===== src/rtl/prog_loader_pkg.sv =====
// rtl/prog_loader_pkg.sv - shared loader states, header length and checksum width
package prog_loader_pkg;

  typedef enum logic [2:0] {
    ST_IDLE   = 3'd0,
    ST_LEN_HI = 3'd1,
    ST_LEN_LO = 3'd2,
    ST_DATA   = 3'd3,
    ST_CHK    = 3'd4,
    ST_DONE   = 3'd5,
    ST_ERR    = 3'd6
  } state_e;

  localparam int HDR_BYTES = 2;
  localparam int LEN_W     = 8 * HDR_BYTES;
  localparam int CHK_W     = 8;

  // States in which the loader consumes stream bytes; also the busy window.
  function automatic logic accepts_bytes(input state_e s);
    return s inside {ST_LEN_HI, ST_LEN_LO, ST_DATA, ST_CHK};
  endfunction

  function automatic logic [CHK_W-1:0] chk_update(input logic [CHK_W-1:0] c,
                                                  input logic [7:0]       b);
    return c ^ b;
  endfunction

endpackage


===== src/rtl/prog_loader_word_assembler.sv =====
// rtl/prog_loader_word_assembler.sv - big-endian byte-to-word assembler with word-valid pulse
module word_assembler #(
  parameter int WORD_BYTES = 4
) (
  input  logic                    clk,
  input  logic                    rst_n,
  input  logic                    clear,
  input  logic [7:0]              byte_in,
  input  logic                    byte_valid,
  output logic [8*WORD_BYTES-1:0] word_out,
  output logic                    word_valid
);

  localparam int CNT_W   = (WORD_BYTES > 1) ? $clog2(WORD_BYTES) : 1;
  localparam int SHIFT_W = 8 * (WORD_BYTES - 1);
  localparam logic [CNT_W-1:0] LAST = CNT_W'(WORD_BYTES - 1);

  logic [CNT_W-1:0]   cnt_q, cnt_d;
  logic [SHIFT_W-1:0] shift_q, shift_d;

  // The final byte completes the word combinationally so the caller can
  // register the write without losing a cycle of stream bandwidth.
  always_comb begin
    cnt_d      = cnt_q;
    shift_d    = shift_q;
    word_valid = byte_valid && (cnt_q == LAST);
    word_out   = {shift_q, byte_in};
    if (clear) begin
      cnt_d = '0;
    end else if (byte_valid) begin
      cnt_d   = word_valid ? '0 : cnt_q + 1'b1;
      shift_d = SHIFT_W'({shift_q, byte_in});
    end
  end

  always_ff @(posedge clk or negedge rst_n) begin
    if (!rst_n) begin
      cnt_q   <= '0;
      shift_q <= '0;
    end else begin
      cnt_q   <= cnt_d;
      shift_q <= shift_d;
    end
  end

endmodule


===== src/rtl/prog_loader.sv =====
// rtl/prog_loader.sv - loads a length-prefixed, XOR-checked program stream into instruction memory
module prog_loader
  import prog_loader_pkg::*;
#(
  parameter int INST_WIDTH = 32,
  parameter int MAX_WORDS  = 256
) (
  input  logic                  CLK,
  input  logic                  RST,
  input  logic                  START,
  input  logic [7:0]            BYTE_IN,
  input  logic                  BYTE_VALID,
  output logic                  BYTE_READY,
  output logic                  IM_WE,
  output logic [INST_WIDTH-1:0] IM_ADDR,
  output logic [INST_WIDTH-1:0] IM_WD,
  output logic                  CPU_RST_N,
  output logic                  BUSY,
  output logic                  DONE,
  output logic                  ERROR
);

  localparam int BPW        = INST_WIDTH / 8;
  localparam int ADDR_SHIFT = $clog2(BPW);

  state_e                state_q, state_d;
  logic [LEN_W-1:0]      len_q, len_d;
  logic [LEN_W-1:0]      word_cnt_q, word_cnt_d;
  logic [CHK_W-1:0]      chk_q, chk_d;
  logic                  im_we_q, im_we_d;
  logic [INST_WIDTH-1:0] im_addr_q, im_addr_d;
  logic [INST_WIDTH-1:0] im_wd_q, im_wd_d;

  logic                  byte_fire;
  logic                  start_fire;
  logic                  asm_valid;
  logic                  asm_word_valid;
  logic [INST_WIDTH-1:0] asm_word;
  logic [LEN_W-1:0]      len_lo_val;

  assign BYTE_READY = accepts_bytes(state_q);
  assign BUSY       = accepts_bytes(state_q);
  assign DONE       = (state_q == ST_DONE);
  assign ERROR      = (state_q == ST_ERR);
  assign CPU_RST_N  = (state_q == ST_DONE);
  assign IM_WE      = im_we_q;
  assign IM_ADDR    = im_addr_q;
  assign IM_WD      = im_wd_q;

  assign byte_fire  = BYTE_VALID && BYTE_READY;
  assign start_fire = START && (state_q inside {ST_IDLE, ST_DONE, ST_ERR});
  assign asm_valid  = byte_fire && (state_q == ST_DATA);

  word_assembler #(
    .WORD_BYTES(BPW)
  ) u_word_assembler (
    .clk       (CLK),
    .rst_n     (RST),
    .clear     (start_fire),
    .byte_in   (BYTE_IN),
    .byte_valid(asm_valid),
    .word_out  (asm_word),
    .word_valid(asm_word_valid)
  );

  always_comb begin
    state_d    = state_q;
    len_d      = len_q;
    word_cnt_d = word_cnt_q;
    chk_d      = chk_q;
    im_we_d    = 1'b0;
    im_addr_d  = im_addr_q;
    im_wd_d    = im_wd_q;
    len_lo_val = {len_q[LEN_W-1:8], BYTE_IN};

    unique case (state_q)
      ST_IDLE, ST_DONE, ST_ERR: begin
        if (START) begin
          state_d    = ST_LEN_HI;
          len_d      = '0;
          word_cnt_d = '0;
          chk_d      = '0;
        end
      end
      ST_LEN_HI: begin
        if (byte_fire) begin
          len_d   = {BYTE_IN, len_q[7:0]};
          state_d = ST_LEN_LO;
        end
      end
      ST_LEN_LO: begin
        if (byte_fire) begin
          len_d = len_lo_val;
          if (len_lo_val == '0 || 32'(len_lo_val) > 32'(MAX_WORDS)) state_d = ST_ERR;
          else                                                      state_d = ST_DATA;
        end
      end
      ST_DATA: begin
        if (byte_fire) begin
          chk_d = chk_update(chk_q, BYTE_IN);
          // Leave DATA as the last word is issued, so a byte arriving during
          // the write cycle is taken as the checksum.
          if (asm_word_valid) begin
            im_we_d    = 1'b1;
            im_addr_d  = INST_WIDTH'(word_cnt_q) << ADDR_SHIFT;
            im_wd_d    = asm_word;
            word_cnt_d = word_cnt_q + 1'b1;
            if (word_cnt_d == len_q) state_d = ST_CHK;
          end
        end
      end
      ST_CHK: begin
        if (byte_fire) state_d = (BYTE_IN == chk_q) ? ST_DONE : ST_ERR;
      end
      default: state_d = ST_IDLE;
    endcase
  end

  always_ff @(posedge CLK or negedge RST) begin
    if (!RST) begin
      state_q    <= ST_IDLE;
      len_q      <= '0;
      word_cnt_q <= '0;
      chk_q      <= '0;
      im_we_q    <= 1'b0;
      im_addr_q  <= '0;
      im_wd_q    <= '0;
    end else begin
      state_q    <= state_d;
      len_q      <= len_d;
      word_cnt_q <= word_cnt_d;
      chk_q      <= chk_d;
      im_we_q    <= im_we_d;
      im_addr_q  <= im_addr_d;
      im_wd_q    <= im_wd_d;
    end
  end

endmodule


===== config.mk =====
export PLATFORM = sky130hd
export DESIGN_NAME = prog_loader
export DESIGN_NICKNAME = d
export VERILOG_FILES = /design/src/rtl/prog_loader_pkg.sv /design/src/rtl/prog_loader_word_assembler.sv /design/src/rtl/prog_loader.sv
export SDC_FILE = /design/constraint.sdc
export NUM_CORES = 1
export LEC_CHECK = 0
export ABC_CLOCK_PERIOD_IN_PS = 6300
export CELL_PAD_IN_SITES_DETAIL_PLACEMENT = 2
export CELL_PAD_IN_SITES_GLOBAL_PLACEMENT = 2
export CORE_MARGIN = 3
export CORE_UTILIZATION = 32
export DETAILED_ROUTE_END_ITERATION = 10
export PLACE_DENSITY_LB_ADDON = 0.2
export RECOVER_POWER = 25
export SETUP_SLACK_MARGIN = 0.4
export SLEW_MARGIN = 20
export SYNTH_ARGS = -nofsm -noshare
export SYNTH_HDL_FRONTEND = slang
export SYNTH_SLANG_ARGS = --single-unit

===== constraint.sdc =====
create_clock -name CLK -period 6.3 [get_ports CLK]
set_input_delay 0.63 -clock CLK [delete_from_list [all_inputs] [get_ports CLK]]
set_output_delay 0.63 -clock CLK [all_outputs]
set_load 0.03 [all_outputs]

# --- After elaboration in Yosys (flattened, before gate mapping) ---
# Cells that the tools add are included.
word_totals:
  regBits: 118
  latch_bits: 0
  ramBits: 0
  mem_bits_ro: 0
  inputBits: 12
  out_inout_bits: 70
  word_cells: 80
  memories: 0
op_classes:
  addsub: 2
  mul: 0
  div_mod_pow: 0
  order_cmp: 1
  eq_ne: 16
  shift: 0
  n_mux: 26
  bitwise_logic: 4
  n_reduce_logical: 21
ops:
  columns: ["cell", "n"]
  rows:
  - ["16-bit 2-to-1 mux", 4]
  - ["16-bit case mux with 3 select lines", 1]
  - ["16-bit case mux with 2 select lines", 1]
  - ["3-bit 2-to-1 mux", 8]
  - ["8-bit 2-to-1 mux", 3]
  - ["16-bit by 1-bit adder with 16-bit output (second input constant)", 1]
  - ["16-bit equality test", 1]
  - ["16-bit by 9-bit > comparator with 1-bit output (second input constant)", 1]
  - ["16-bit zero test", 1]
  - ["8-bit case mux with 2 select lines", 1]
  - ["3-bit case mux with 5 select lines", 1]
  - ["2-bit != test (second input constant)", 6]
  - ["4-bit AND reduction", 3]
  - ["3-bit equality test (second input constant)", 3]
  - ["8-bit equality test", 1]
  - ["2-bit 2-to-1 mux", 4]
  - ["2-bit nonzero test", 4]
  - ["8-bit bitwise XOR", 1]
  - ["7-bit AND reduction", 1]
  - ["3-bit by 2-bit equality test with 1-bit output (second input constant)", 2]
  - ["3-bit AND reduction", 2]
  - ["1-bit logical AND", 4]
  - ["4-bit nonzero test", 1]
  - ["3-bit by 1-bit equality test with 1-bit output (second input constant)", 1]
  - ["10 further kinds", 14]

# --- Logic depth before layout (Yosys ltp) ---
# Gate-level depths: netlist (run 1).
depth:
  ltp_word: 8
  ltp_mapped: 9
  ltp_nobuf: 7

# --- Cells and area by module ---
# A second synthesis (run 1) with hierarchy kept.
hier_totals:
  hier_cells: 605
  area_unflattened_um2: 5984.5
by_module_without_submodules:
  columns: ["mod", "n_inst", "cells_per_inst", "area_per_inst_um2", "seq_area_each_um2"]
  rows:
  - ["prog_loader", 1, 536, 4810.9, 2302.2]
  - ["word_assembler", 1, 69, 1173.6, 650.6]

# --- Worst setup path after synthesis (run 1) ---
# OpenSTA, ideal clock, no wires.
synth_timing:
  kind: "flip-flop to output port"
  start: "register state_q[0]"
  end: "output port BYTE_READY"
  arrival_ps: 1704
  required_time_ps: 5670
  slack_ps: 3966
  stages_incl_launch_ff: 6
  n_path_buf: 3
  cell_sequence: "dfrtp_1 buf_2 buf_1 nor2_1 xnor2_1 buf_4"
synth_via:
  elab_chain_len: 2
  elab_cells_between_ends: 5
  classes_between: "eq/ne: 4; reduce/logical: 1"
synth_lines:
  columns: ["element", "line", "source"]
  rows:
  - ["start, declared", "prog_loader.sv:26", "state_e state_q, state_d;"]
  - ["start signal, assigned", "prog_loader.sv:129", "state_q <= state_d;"]
  - ["3-bit by 1-bit equality test with 1-bit output (tied with other cells)", null, null]
  - ["4-bit nonzero test *", null, null]
  - ["end, declared", "prog_loader.sv:13", "output logic BYTE_READY,"]
# Every way passes the cells marked *; elsewhere a longest branch is shown, timed or not.

==> out/summary.txt, run 1 <==
count of pins over their slew limit: 87
vias in the first global route: 5337
total track usage: 18.5%
#FFs+latches synth: 118
Most used DFF post-synth: dfrtp_1
Critical Path RT: 6750 ps
area of the die: 19700 µm²
largest net degree at the start of global routing: 69
top cells by area, synth: dfrtp_1, nand2_1, o21ai_0, buf_4, xor2_1
PortBufs: 65
PwrDens: 469 nW/µm²
Placer Congestion: 0.814
M1 wire length: 8.11 mm
setup TNS: 0 ps
CP arrival: 3720 ps
CP Class: in -> async
WL/cell: 18.1 µm
hpwl dp: 11.5 mm
IO Count: 82
top cell type's share of synthesized area: 51.2%
Slew Limit Headroom: -101%
Skew-Pair Late Insertion Delay: 430 ps
Root Buffer: clkbuf_16
register area share after synthesis: 51.2%
CP max stage delay: 2090 ps
worst path cell trace: clkbuf_1 > buf_4
minimum clock period: 3280 ps
fillcell total: 1891
CTS H-tree lvls: 4
routed wire length: 17.1 mm
# hold bufs at CTS: 0
Max Cap Viol: 2
vias per cell: 5.09
Synth Instances: 667
vias: 4811
antenna diode count: 0
Die Ht: 140 µm
Least-Margin Pin Slew: 3020 ps
total core area: 17500 µm²
Worst setup SP type: input pin
Max FO, Critical Path: 68
Final Hold Vio Count: 0
GR Overflow Total: 0
WL met3: 479 µm
DRC: 0
Hold Crit Class: reg -> reg
die extent in x: 140 µm
CTS Buf Count: 17
delay-heaviest family, CP: buffers and inverters
Setup violations, final: 0
Final nets: 722
first-pass GRT wire length: 29.1 mm
top cell type by total area after synthesis: dfrtp_1
period utilization: 52.0%
post-synthesis cell type count: 56
Reg area: 2950 µm²
area of the multi-input gates: 2470 µm²
Fin Clk Skew: 7.47 ps
TritonCTS clock tree: yes
CTS max path bufs: 2
row count: 48
Max VDD drop: 0.000245 V
RSZ-0062 raised after global routing: no
share of cells above drive strength 1: 6.52%
Initial Util: 33.0%
Fmax: 305 MHz
antenna viol nets, final: 0
DRT iter0 DRCs: 185
1st-pass router iterations: 4
Post-synth EDFFs: 0
Critical-path top delay cell: clkbuf_1
Post-synth ARST share: 100%
synthesized area: 5770 µm²
Setup Buffers After CTS: 0
mean cell area of the mapped netlist: 8.64 µm²
met2 wire length: 8.30 mm
CP Capture Type: async pin
Clk pin slew, worst setup/hold paths: 60 ps
Syn-to-layout area delta: 21.7%
fin util: 40.1%
failing checks: capacitance limit, slew limit
CP bufs+invs: 2
CTS sink count: 118
initial antenna violation count: 0
status: finished, violations left
Top Layer Used: met4
cts repair resizes: 0
YS warnings: 0
leakage power: 0.00332 µW
==> cell families after synthesis <==
kind of cell	Yosys count	share of synthesized area, %
and+or+nand+nor	324	24.4
DFF	118	51.2
AOI/OAI and AO/OA	108	11.5
buffers and inverters	79	6.92
xor gates and xnor gates	32	4.99
adders and majority gates	3	0.608
muxes	2	0.347
other	1	0.0650
==> worst paths after layout <==
kind / start / endpoint / slack, ps / cells past startpoint
worst max-delay path: RST / IM_WD[25] / 3020 / 2
worst min-delay path: IM_WD[24] / IM_WD[24] / 480 / 2
worst max register to register: state_q[0] / word_cnt_q[7] / 3340 / 7
worst min register to register: IM_WD[24] / IM_WD[24] / 480 / 2
max in group CLK: state_q[0] / word_cnt_q[7] / 3340 / 7
min in group asynchronous: RST / IM_ADDR[9] / 1190 / 1
==> where the power goes <==
part           leakage (µW)  switching, µW  internal [µW]  total (µW)
logic               0.00147            688            435        1120
registers           0.00158            239           1000        1240
clock network      0.000269            376            553         930
==> state kept, by name, indices dropped and copies added, names as in the netlist <==
register / count
len_q: 16
IM_WE: 1
u_word_assembler.cnt_q: 2
u_word_assembler.shift_q: 24
state_q: 3
chk_q: 8
IM_WD: 32
IM_ADDR: 16
word_cnt_q: 16
==> layout make-up <==
class / count / share of cell area (%)
clock buffer: 18 / 6.26
clock inverter: 14 / 1.82
inverter: 15 / 0.803
multi-input combinational: 485 / 35.2
sequential: 118 / 42.1
tap: 225 / 4.01
timing repair buffer: 71 / 9.77
==> synthesized netlist by cell type (2+ instances only) <==
cell      instances
nor3_1            8
xor2_1           16
buf_4            19
o211ai_1          4
o41ai_1           2
o21ai_1           4
nand4_1           5
xnor2_1          15
buf_2            12
nor3b_1           2
a22o_1           11
nor2b_1           3
and3_1            3
inv_1            14
ha_1              2
mux2i_1           2
o21ai_0          55
buf_6             2
a31oi_1           6
o22ai_1           3
nor4_1            6
a21oi_1           8
o31ai_1           6
buf_1            10
nand2_1         230
nand3_1          15
nand2b_1          6
dfrtp_1         118
clkbuf_1         20
nor2_1           34
==> placed cells by master (no fill, tap or decap), types with 4 or more instances in the layout <==
cell             instances
nand2b_1                 6
conb_1                  16
o211ai_1                 4
nor3_1                   8
xnor2_1                 15
nor4_1                   6
o21ai_1                  4
nand4_1                  5
dfrtp_1                118
nand3_1                 15
nand2_1                229
inv_1                   14
a31oi_1                  6
xor2_1                  16
o31ai_1                  6
clkinvlp_4               4
a21oi_1                  8
buf_4                    5
o21ai_0                 55
nor2_1                  34
a22o_1                  11
clkdlybuf4s50_1         64
clkinv_4                 4
clkbuf_16               17
==> per-layer routing <==
metal  GRT usage (%)  up-vias
met5               0        -
met4            6.02        0
met3            3.18       23
met2            30.2       71
met1            25.0     2465
li1                -     2252
==> stage by stage <==
stage	worst slack (ps)	cell area, µm²	power, µW	hold WS [ps]	std cells
detailed placement	2910	6460	2380	465	914
finish	3020	7020	3290	475	946
CTS	3320	7020	3340	273	946
global placement	3070	6460	2320	460	914
global route	2340	7020	3520	510	946
floorplan	3970	5820	1930	334	682
Power figures use the tool's default switching activity.
==> run 2: changes to the inputs <==
--- a/config.mk
+++ b/config.mk
@@ -5,7 +5,7 @@
 export SDC_FILE = /design/constraint.sdc
 export NUM_CORES = 1
 export LEC_CHECK = 0
-export ABC_CLOCK_PERIOD_IN_PS = 6300
+export ABC_CLOCK_PERIOD_IN_PS = 3400
 export CELL_PAD_IN_SITES_DETAIL_PLACEMENT = 2
 export CELL_PAD_IN_SITES_GLOBAL_PLACEMENT = 2
 export CORE_MARGIN = 3
==> constraint.sdc (replaced) <==
create_clock -name CLK -period 3.4 [get_ports CLK]
set_input_delay 0.34 -clock CLK [delete_from_list [all_inputs] [get_ports CLK]]
set_output_delay 0.34 -clock CLK [all_outputs]
set_load 0.03 [all_outputs]
==> run 2 against run 1 <==
Net effect:
- the flow now finishes without violations
- die area is the same
- global-route usage rose by 0.75 points
- worst hold slack lost 4.4 ps
- register-to-register slack worse by 2500 ps
- critical path depth up 1
- first-iteration DRC count increased by 47%
- cell area is 1.9% higher
- sequential power is 85% higher
- highest routed layer unchanged
- critical endpoint is now DONE
- utilization up 0.77 points
- largest cell class unchanged
- sequential share of layout area is 0.80 points lower
- count of clock-buffer cells in the layout up 3
- largest power group unchanged
- via count about the same
==> out/summary.txt, run 2 (same netlist as run 1, synthesis figures left out) <==
Max FO, Critical Path: 20
CP Capture Type: primary output
Max Cap Viol: 0
Critical Path RT: 3060 ps
PortBufs: 65
hpwl dp: 12.1 mm
period utilization: 76.5%
Setup violations, final: 0
routed wire length: 17.9 mm
area of the die: 19700 µm²
Placer Congestion: 0.845
cts repair resizes: 0
total track usage: 19.2%
fin util: 40.9%
vias: 4813
status: complete, no violations
Least-Margin Pin Slew: 1430 ps
R2R Path Start: word_cnt_q[0]
setup TNS: 0 ps
CP arrival: 2260 ps
max reg flops: 32
Hold Crit Class: reg -> reg
# hold bufs at CTS: 1
CP startpoint: state_q[0]
total core area: 17500 µm²
IO Count: 82
leakage power: 0.00340 µW
Fin Clk Skew: 10.4 ps
Worst setup SP type: register
reg2reg setup slack: 820 ps
GR Overflow Total: 0
vias per cell: 5.07
DRT iter0 DRCs: 272
largest net degree at the start of global routing: 62
CP Class: reg -> out
minimum clock period: 2600 ps
most frequent cells in the layout: nand2_1, dfrtp_1, clkdlybuf4s50_1
CTS Buf Count: 17
RSZ-0062 raised after global routing: no
Final Hold Vio Count: 0
Skew-Pair Late Insertion Delay: 430 ps
fillcell total: 1921
most common cell after layout, fill and taps aside: nand2_1
WL/cell: 18.9 µm
Setup Buffers After CTS: 0
Clk pin slew, worst setup/hold paths: 60 ps
Slew Limit Headroom: 4.40%
row count: 48
Die Ht: 140 µm
DRC: 0
Root Buffer: clkbuf_16
antenna viol nets, final: 0
Syn-to-layout area delta: 24.0%
Initial Util: 33.0%
Max VDD drop: 0.000386 V
R2R cell count: 7
worst r2r dst: state_q[1]
share of cells above drive strength 1: 7.18%
TritonCTS clock tree: yes
final hold slack: 471 ps
vias in the first global route: 5403
CTS sink count: 118
worst setup path endpoint: DONE
CTS max path bufs: 2
1st-pass router iterations: 4
die extent in x: 140 µm
PwrDens: 885 nW/µm²
initial antenna violation count: 0
antenna diode count: 0
count of pins over their slew limit: 0
Fmax: 384 MHz
Final nets: 725
first-pass GRT wire length: 30.1 mm
CTS H-tree lvls: 4
==> run 2: routing by layer <==
layer	global-route usage (%)	vias up	wire length, µm
met5	0	-	0
met4	6.02	0	217
met3	3.31	14	518
met2	32.3	70	9030
met1	25.4	2484	8190
li1	-	2245	-
==> run 2: worst max-delay path: stages (launching register included) <==
cell and delay (ps):
dfrtp_1 740, nand2b_1 230, nor2_1 170, clkdlybuf4s50_1 690
==> run 2: report_power, final <==
part | leakage [µW] | internal [µW] | switching [µW]
combinational | 0.00151 | 817 | 1320
clock | 0.000309 | 1230 | 668
sequential | 0.00158 | 1860 | 438
==> run 2: stage by stage <==
stage	setup slack (ps)	instances	cell area [µm²]	power, µW
floorplan	1350	682	5820	3570
global placement	774	916	6510	4340
detailed placement	691	916	6510	4440
CTS	765	949	7150	6400
global route	590	949	7150	6740
finish	797	949	7150	6330
==> run 2: final cells by class <==
class | count | area (µm²) | area share, %
well taps | 225 | 282 | 3.94
flip-flops and latches | 118 | 2950 | 41.3
inverters | 15 | 56.3 | 0.787
clock inverters | 11 | 148 | 2.06
repair buffers | 74 | 753 | 10.5
clock buffers | 21 | 480 | 6.72
multi-input cells | 485 | 2480 | 34.7
==> run 2: how the worst min path moves through the flow <==
stage | start | endpoint | depth (start not counted)
after global placement | RST | IM_ADDR[13] | 1
after floorplan | RST | IM_ADDR[10] | 0
final | IM_ADDR[14] | IM_ADDR[14] | 2
after global routing | u_word_assembler.shift_q[19] | IM_WD[27] | 2
after CTS | u_word_assembler.shift_q[19] | IM_WD[27] | 2
after detailed placement | RST | IM_ADDR[13] | 1
==> run 3: changes to the inputs <==
--- a/config.mk
+++ b/config.mk
@@ -5,7 +5,7 @@
 export SDC_FILE = /design/constraint.sdc
 export NUM_CORES = 1
 export LEC_CHECK = 0
-export ABC_CLOCK_PERIOD_IN_PS = 3400
+export ABC_CLOCK_PERIOD_IN_PS = 2700
 export CELL_PAD_IN_SITES_DETAIL_PLACEMENT = 2
 export CELL_PAD_IN_SITES_GLOBAL_PLACEMENT = 2
 export CORE_MARGIN = 3
==> constraint.sdc (replaced) <==
create_clock -name CLK -period 2.7 [get_ports CLK]
set_input_delay 0.27 -clock CLK [delete_from_list [all_inputs] [get_ports CLK]]
set_output_delay 0.27 -clock CLK [all_outputs]
set_load 0.03 [all_outputs]
==> run 3 against run 2 <==
Net effect:
- sequential share of layout area decreased by 0.50 points
- non-clock buffer count increased by 11
- wire length increased by 0.41%
- count of clock-buffer cells in the layout increased by 3
- largest power group unchanged
- final cell count increased by 1.1%
- via count increased by 1.7%
==> out/summary.txt, run 3 (same netlist as run 1, synthesis figures left out) <==
WL/cell: 18.8 µm
GR Overflow Total: 0
die extent in x: 140 µm
first-pass GRT wire length: 29.5 mm
Skew-Pair Late Insertion Delay: 430 ps
vias in the first global route: 5380
Max VDD drop: 0.000497 V
total track usage: 18.9%
Clk pin slew, worst setup/hold paths: 60 ps
CP arrival: 2540 ps
worst path cell trace: nand4_1 > buf_4 > nor4_4 > xnor2_1 > o21ai_0 > nor3_1 > a31oi_1
reg2reg setup slack: 450 ps
CP startpoint: word_cnt_q[9]
leakage power: 0.00348 µW
Hold Crit Class: reg -> reg
1st-pass router iterations: 4
DRC: 0
CTS Buf Count: 17
Critical-path top delay cell: dfrtp_1
Critical Path RT: 2990 ps
hpwl dp: 12.2 mm
antenna viol nets, final: 0
Syn-to-layout area delta: 26.2%
most frequent cells in the layout: nand2_1, dfrtp_1, clkdlybuf4s50_1
Combinational Power Share: 33.7%
Net Switching: 3010 µW
Placed Cells: 924
most common cell after layout, fill and taps aside: nand2_1
initial antenna violation count: 0
internal power: 5070 µW
PortBufs: 65
antenna diode count: 0
RSZ-0062 raised after global routing: yes
total core area: 17500 µm²
Clk network pwr share: 30.7%
Die Ht: 140 µm
row count: 48
Final Hold Vio Count: 0
TritonCTS clock tree: yes
routed wire length: 18.0 mm
share of cells above drive strength 1: 9.95%
Sw Share: 37.3%
CTS H-tree lvls: 4
Max Cap Viol: 0
max reg flops: 32
status: complete, no violations
sequential cell fraction of total power: 35.7%
Placer Congestion: 0.838
Fmax: 445 MHz
CP Class: reg -> reg
fillcell total: 1859
IO Count: 82
Worst setup SP type: register
Least-Margin Pin Slew: 1200 ps
vias per cell: 5.10
worst setup path endpoint: state_q[1]
vias: 4893
Slew Limit Headroom: 20.1%
Post-Layout Cell Count: 959
count of pins over their slew limit: 0
R2R cell count: 7
R2R Path Start: word_cnt_q[9]
largest net degree at the start of global routing: 52
Final nets: 736
CP max stage delay: 540 ps
Root Buffer: clkbuf_16
worst r2r dst: state_q[1]
Max FO, Critical Path: 9
CP Capture Type: register
CTS sink count: 118
area of the die: 19700 µm²
DRT iter0 DRCs: 231
PwrDens: 1110 nW/µm²
Initial Util: 33.0%
period utilization: 83.3%
setup TNS: 0 ps
minimum clock period: 2250 ps
Fin Clk Skew: 12.4 ps
Setup violations, final: 0
CTS max path bufs: 2
==> run 3: changes by cell type in the layout (fill, tap and decap cells not counted), moves of 2 or more <==
cell	previous run	this run
buf_4	5	17
dfrtp_1	118	108
dfrtp_2	0	9
clkdlybuf4s50_1	64	59
clkinv_4	4	1
dlygate4sd2_1	0	3
buf_12	3	1
clkbuf_1	0	2
clkinv_2	3	1
dlymetal6s2s_1	0	2
==> run 3: layer usage <==
metal / routed length, µm / vias up / track usage [%]
met5: 0 / - / 0
met4: 291 / 0 / 6.32
met3: 540 / 21 / 3.55
met2: 8980 / 73 / 32.0
met1: 8210 / 2525 / 24.4
li1: - / 2274 / -
==> run 3: per-stage QoR <==
step / utilization [%] / hold slack [ps] / instance area [µm²] / power [µW] / worst slack [ps]
2_1_floorplan: - / -25.6 / 5820 / 4500 / 647
3_3_place_gp: 37.5 / 329 / 6560 / 5430 / 361
3_5_place_dp: 37.5 / 335 / 6560 / 5580 / 277
4_1_cts: 41.4 / 432 / 7230 / 8140 / 414
5_1_grt: 41.6 / 500 / 7270 / 8580 / 189
6_report: 41.6 / 471 / 7270 / 8080 / 451
==> run 3: power by group through the flow <==
stage / clock, µW / sequential (µW) / combinational, µW
floorplan: 0 / 3100 / 1400
global placement: 0 / 2860 / 2570
detailed placement: 0 / 2900 / 2680
CTS: 2520 / 2880 / 2740
global route: 2620 / 2970 / 2990
finish: 2480 / 2880 / 2720
==> run 3: repair_timing <==
action,CTS,global route
hold buffers,1,0
pin swaps,0,5
endpoints found under the hold margin,43,0
setup endpoints to repair,9,6
setup buffers,0,3
gates resized for setup,12,12
==> run 3: worst min-delay path by stage <==
stage                          start          end  slack, ps  cells past startpoint
after floorplan                  RST  IM_ADDR[10]        -30                      0
after global placement           RST  IM_ADDR[13]        330                      1
after detailed placement         RST  IM_ADDR[13]        330                      1
after CTS                        RST  IM_ADDR[13]        430                      2
after global routing      IM_ADDR[6]   IM_ADDR[6]        500                      2
final                      IM_WD[19]    IM_WD[19]        470                      2
==> run 3: cell type report <==
cell class,count,area (µm²),share of cell area (%)
clock buffers,24,502,6.90
multi-input cells,485,2510,34.6
clock inverters,7,141,1.94
repair buffers,85,812,11.2
well taps,225,282,3.87
inverters,15,56.3,0.774
flip-flops and latches,118,2970,40.8
==> run 3: worst max-delay path: cells and delay by family (launching register included) <==
kind	cells	cell delay, ps
and+or+nand+nor	3	890
xor gates and xnor gates	1	180
buffers and inverters	1	190
DFF	1	540
AOI/OAI and AO/OA	2	320
